File: src/rtl/regfile_debug_arbiter_pkg.sv
// Shared types and default sizes for the register-file debug arbiter.
// Holds the dump FSM state encoding used by the top level.
package regfile_dbg_pkg;

    localparam int NUM_REGS       = 32;
    localparam int ADDR_WIDTH     = 5;
    localparam int DATA_WIDTH     = 32;
    localparam int BYTES_PER_WORD = DATA_WIDTH / 8;

    typedef enum logic [1:0] {
        ST_IDLE = 2'd0,
        ST_LOAD = 2'd1,
        ST_SEND = 2'd2,
        ST_DONE = 2'd3
    } dump_state_e;

endpackage

File: src/rtl/regfile_debug_arbiter_serializer.sv
// Word-to-byte serializer: parallel load, MSB-first byte shift-out with a
// valid/ready handshake and a flag marking the final byte of the word.
module word_byte_serializer #(
    parameter int DATA_WIDTH = 32
) (
    input  logic                  clk,
    input  logic                  rst,
    input  logic                  load,
    input  logic [DATA_WIDTH-1:0] load_data,
    input  logic                  tx_ready,
    output logic [7:0]            tx_data,
    output logic                  tx_valid,
    output logic                  last_byte,
    output logic                  handshake
);

    localparam int BYTES = DATA_WIDTH / 8;
    localparam int CNT_W = (BYTES > 1) ? $clog2(BYTES) : 1;

    logic [DATA_WIDTH-1:0] shift_q;
    logic [CNT_W-1:0]      count_q;
    logic                  valid_q;

    assign tx_data   = shift_q[DATA_WIDTH-1 -: 8];
    assign tx_valid  = valid_q;
    assign last_byte = (count_q == CNT_W'(BYTES - 1));
    assign handshake = valid_q & tx_ready;

    // NOTE: reset is synchronous and active-low; every register here is
    // updated with non-blocking assignments so all of them see pre-edge values.
    always_ff @(posedge clk) begin
        if (!rst) begin
            shift_q <= '0;
            count_q <= '0;
            valid_q <= 1'b0;
        end else if (load) begin
            shift_q <= load_data;
            count_q <= '0;
            valid_q <= 1'b1;
        end else if (handshake) begin
            shift_q <= shift_q << 8;
            count_q <= count_q + CNT_W'(1);
            if (last_byte) begin
                valid_q <= 1'b0;
            end
        end
    end

endmodule

File: src/rtl/regfile_debug_arbiter.sv
// Shares the register file's rs-read and write ports between the pipeline and
// the debug unit, and streams a big-endian byte dump of all registers to TX.
module regfile_debug_arbiter #(
    parameter int NUM_REGS   = regfile_dbg_pkg::NUM_REGS,
    parameter int ADDR_WIDTH = regfile_dbg_pkg::ADDR_WIDTH,
    parameter int DATA_WIDTH = regfile_dbg_pkg::DATA_WIDTH
) (
    input  logic                  clk,
    input  logic                  rst,
    input  logic [ADDR_WIDTH-1:0] i_pipe_addr_rs,
    input  logic                  i_pipe_wenable,
    input  logic [ADDR_WIDTH-1:0] i_pipe_addr_rd,
    input  logic [DATA_WIDTH-1:0] i_pipe_data_rd,
    input  logic                  i_dbg_halted,
    input  logic                  i_dbg_wenable,
    input  logic [ADDR_WIDTH-1:0] i_dbg_addr,
    input  logic [DATA_WIDTH-1:0] i_dbg_data,
    output logic                  o_dbg_wack,
    input  logic                  i_dump_start,
    output logic                  o_dump_busy,
    output logic                  o_dump_done,
    output logic [7:0]            o_tx_data,
    output logic                  o_tx_valid,
    input  logic                  i_tx_ready,
    output logic [ADDR_WIDTH-1:0] o_rf_addr_rs,
    input  logic [DATA_WIDTH-1:0] i_rf_data_rs,
    output logic                  o_rf_wenable,
    output logic [ADDR_WIDTH-1:0] o_rf_addr_rd,
    output logic [DATA_WIDTH-1:0] o_rf_data_rd
);

    import regfile_dbg_pkg::*;

    localparam logic [ADDR_WIDTH-1:0] LAST_INDEX = ADDR_WIDTH'(NUM_REGS - 1);

    dump_state_e           state_q, state_d;
    logic [ADDR_WIDTH-1:0] index_q, index_d;
    logic                  ser_load;
    logic                  ser_last;
    logic                  ser_handshake;

    word_byte_serializer #(
        .DATA_WIDTH (DATA_WIDTH)
    ) u_serializer (
        .clk       (clk),
        .rst       (rst),
        .load      (ser_load),
        .load_data (i_rf_data_rs),
        .tx_ready  (i_tx_ready),
        .tx_data   (o_tx_data),
        .tx_valid  (o_tx_valid),
        .last_byte (ser_last),
        .handshake (ser_handshake)
    );

    always_ff @(posedge clk) begin
        if (!rst) begin
            state_q <= ST_IDLE;
            index_q <= '0;
        end else begin
            state_q <= state_d;
            index_q <= index_d;
        end
    end

    // NOTE: every signal driven here gets a default first so no path leaves
    // it unassigned, which would otherwise infer a latch.
    always_comb begin
        state_d  = state_q;
        index_d  = index_q;
        ser_load = 1'b0;
        unique case (state_q)
            ST_IDLE: begin
                if (i_dump_start && i_dbg_halted) begin
                    state_d = ST_LOAD;
                    index_d = '0;
                end
            end
            ST_LOAD: begin
                ser_load = 1'b1;
                state_d  = ST_SEND;
            end
            ST_SEND: begin
                if (ser_handshake && ser_last) begin
                    if (index_q == LAST_INDEX) begin
                        state_d = ST_DONE;
                    end else begin
                        index_d = index_q + ADDR_WIDTH'(1);
                        state_d = ST_LOAD;
                    end
                end
            end
            ST_DONE: begin
                state_d = ST_IDLE;
            end
            default: begin
                state_d = ST_IDLE;
            end
        endcase
    end

    assign o_dump_busy = (state_q != ST_IDLE);
    assign o_dump_done = (state_q == ST_DONE);

    // The dump borrows the rs port only for the single LOAD cycle.
    assign o_rf_addr_rs = (state_q == ST_LOAD) ? index_q : i_pipe_addr_rs;

    // Write-back always wins; a refused debug write is simply retried later.
    always_comb begin
        o_rf_wenable = 1'b0;
        o_rf_addr_rd = i_pipe_addr_rd;
        o_rf_data_rd = i_pipe_data_rd;
        o_dbg_wack   = 1'b0;
        if (i_pipe_wenable) begin
            o_rf_wenable = 1'b1;
        end else if (i_dbg_wenable && i_dbg_halted) begin
            o_rf_wenable = 1'b1;
            o_rf_addr_rd = i_dbg_addr;
            o_rf_data_rd = i_dbg_data;
            o_dbg_wack   = 1'b1;
        end
    end

endmodule

File: config.mk
export PLATFORM = sky130hd
export DESIGN_NAME = regfile_debug_arbiter
export DESIGN_NICKNAME = d
export VERILOG_FILES = /design/src/rtl/regfile_debug_arbiter_pkg.sv /design/src/rtl/regfile_debug_arbiter_serializer.sv /design/src/rtl/regfile_debug_arbiter.sv
export SDC_FILE = /design/constraint.sdc
export NUM_CORES = 1
export LEC_CHECK = 0
export BUFFER_PORTS_ARGS = -buffer_cell sky130_fd_sc_hd__buf_2
export CAP_MARGIN = 20
export CORE_MARGIN = 5
export CORE_UTILIZATION = 41
export CTS_CLUSTER_SIZE = 12
export DETAILED_ROUTE_END_ITERATION = 8
export MAX_ROUTING_LAYER = met4
export PLACE_DENSITY_LB_ADDON = 0.08
export SLEW_MARGIN = 25
export SYNTH_ARGS = -nofsm -noshare
export SYNTH_HDL_FRONTEND = slang
export SYNTH_SLANG_ARGS = --single-unit
File: constraint.sdc
create_clock -name clk -period 2 [get_ports clk]
set_input_delay 0.2 -clock clk [delete_from_list [all_inputs] [get_ports clk]]
set_output_delay 0.2 -clock clk [all_outputs]
set_load 0.05 [all_outputs]
==> flow_summary_export.csv <==
group,metric,value,unit
pwr,power_leakage,0.00162,µW
sta,rsz0062_at_grt,"false",
synthesis,yosys.area_share.simple,25.4,%
place,pre_cts_ws,184,ps
route,dr.pass1.iters,4,
flow_run,maxCapViolations,0,
route,drcViolationCount,0,
setup_path,cpMostUsedCell,"ha_1",
route,drtIter0Drc,85,
synthesis,synth_fp_nets,420,
clock_tree,path_clk_slew,70,ps
sta,maxSlewViolCount,0,
synthesis,yosys.area.top_type_share,33.5,%
synthesis,synth_area_leaders,"dfxtp_1, mux2_2, a311oi_1",
sta,setup_slack,155,ps
setup_path,startpoint_type,"register",
global_route,first_global_vias,2559,
outcome,status,"finished, final reports clean",
clock_tree,tritoncts,"yes",
global_route,grt_remaining_overflow,0,
finish,fin_nets,572,
pwr,power.density,614,nW/µm²
sta,fin_crit,1840,ps
sta,tns,0,ps
sta,fmax,542,MHz
synthesis,synth_xor_area_share,0.349,%
route,detail_route.wl_per_cell,14.8,µm
setup_path,end_kind,"register",
die,design.core.area,5960,µm²
route,detail-route-antenna-nets,0,
global_route,grt_start_max_net_pins,57,
die,die_area,7790,µm²
synthesis,synth_cell_type_count,36,
die,die_y,88.3,µm
synthesis,synthMuxAreaShare,17.8,%
sta,skew,4.88,ps
finish,utilization,57.0,%
synthesis,synth_compound_area_share,12.2,%
die,io_pins,173,
clock_tree,clk_path_buf_depth,2,
sta,setup_violations,0,
synthesis,synth_seq_area_share,33.5,%
clock_tree,hold_buffers,0,
place,port_buffers,172,
clock_tree,clock_latency,290,ps
synthesis,synth_top_family_by_area,"simple AND/OR/NAND/NOR gates",
setup_path,required,2230,ps
route,drt-total-wl,7790,µm
clock_tree,htree_levels,2,
pwr,total_power,2080,µW
global_route,antenna_found_initial,0,
setup_path,cpPeakStageDelay,560,ps
route,viasPerCell,5.04,
clock_tree,clockRootBuffer,"clkbuf_8",
synthesis,netlist_area,2510,µm²
synthesis,synthAdderAreaFrac,1.49,%
synthesis,synth_area_per_cell,8.40,µm²
finish,stdcell_count,526,
global_route,grt_pass1_wl,12200,µm
synthesis,synthCells,299,
synthesis,ys_warn_count,0,
sta,worstMarginPinSlew,657,ps
place,dp_cells,519,
die,die_x,88.3,µm
clock_tree,cts.sinks,42,
place,hpwlAfterDp,6010,µm
die,rows,28,
sta,post-route-period-util,92.2,%
sta,report.final.hold_viol_count,0,
die,start_util,42.2,%
place,gp_congestion,0.886,
synthesis,synth_top_area_cell,"dfxtp_1",
synthesis,ys_seq_elements,42,
global_route,track_usage,20.2,%
pwr,ir_worst_vdd,0.391,mV
route,route.vias.total,2653,
clock_tree,cts_setup_buffers,0,
hold_path,hold_class,"in2reg",
setup_path,path_max_fanout,5,
setup_path,slowest_stage,"or4_1",
clock_tree,cts_buffers,5,
finish,n_fill_cell,592,
finish,areaGrowthSynthToFinish,35.1,%
clock_tree,cts_resized,0,
sta,slew_headroom,56.0,%
setup_path,path_cells,"ha_1, and3_1, ha_1, nand4b_2, or4_1, o211ai_2",
finish,antenna_cells,0,
setup_path,cp.arrival,2070,ps
setup_path,critical_path_class,"reg2reg",
finish,drive_gt1_share,51.0,%
-- cells by family after synthesis --
| logic type | count (synthesis) |
|---|---|
| flops | 42 |
| compound gates | 40 |
| simple gates | 137 |
| fa+ha+maj | 3 |
| xor+xnor | 1 |
| mux | 40 |
| buf+inv | 36 |
-- metrics by stage --
step,instance area (µm²),hold slack (ps)
after floorplan,2510,336
after global placement,3320,441
final,3390,141
after global routing,3390,138
after CTS,3390,135
after detailed placement,3320,447
-- worst max-delay path: cells and delay by family, from the launching register on --
| family | cells | cell delay, ps |
|---|---|---|
| AND/OR/NAND/NOR | 3 | 980 |
| adder cells (fa/ha/maj) | 2 | 370 |
| flip-flops | 1 | 350 |
| AO/OA/AOI/OAI | 1 | 70 |
-- layout by cell type, fill, tap and decap left out, types with 3 or more instances in the layout --
cell type / Yosys / final
ha_1: 3 / 3
buf_4: 11 / 4
clkbuf_8: 0 / 5
buf_2: 13 / 172
a311oi_1: 24 / 24
mux2i_1: 3 / 3
dfxtp_1: 42 / 42
nand2_1: 53 / 53
mux2_2: 37 / 37
nand3_1: 38 / 38
nor2_1: 27 / 27
a21oi_1: 11 / 11
-- per-layer routing --
layer | routed length [µm] | track usage, %
met5 | 0 | -
met4 | 102 | 4.81
met3 | 672 | 5.03
met2 | 3700 | 32.3
met1 | 3310 | 25.8
-- state kept, by name, indices dropped and copies added (netlist names) --
name and count:
u_serializer.shift_q 32, index_q 5, state_q 2, u_serializer.count_q 2, u_serializer.tx_valid 1
-- cell usage after synthesis (all sizes together) --
cell	count
or3	1
and2	1
a21oi	11
buf	29
and3	1
nand4bb	1
or2	1
nor2b	1
xor2	1
clkbuf	4
o211ai	1
nand4b	1
a211oi	1
nor2	27
and2b	1
a21o	1
nand2b	3
nand4	2
ha	3
dfxtp	42
mux2	37
o21ai	2
inv	3
a311oi	24
or2b	1
nand3	38
mux2i	3
nand3b	2
or4	2
nand2	54
-- final timing paths --
| kind | startpoint | cells past startpoint | end | slack (ps) |
|---|---|---|---|---|
| worst min register to register | u_serializer.count_q[1] | 2 | u_serializer.count_q[1] | 460 |
| worst max-delay path | index_q[0] | 6 | index_q[3] | 160 |
| worst min-delay path | i_rf_data_rs[3] | 3 | u_serializer.shift_q[3] | 140 |
| worst max register to register | index_q[0] | 6 | index_q[3] | 160 |
-- final cells by class --
class	count	area, µm²	area share (%)
tap	75	93.8	2.77
inverter	3	11.3	0.332
timing repair buffer	178	931	27.4
sequential	42	841	24.8
multi-input combinational	221	1440	42.4
clock buffer	7	76.3	2.25
-- power by group --
group	internal, µW	switching [µW]	leakage (µW)
clock	241	278	0.0000383
combinational	227	441	0.00124
sequential	872	24.1	0.000342
total	1340	743	0.00162
Note: power is estimated with default switching activity, not from simulation.
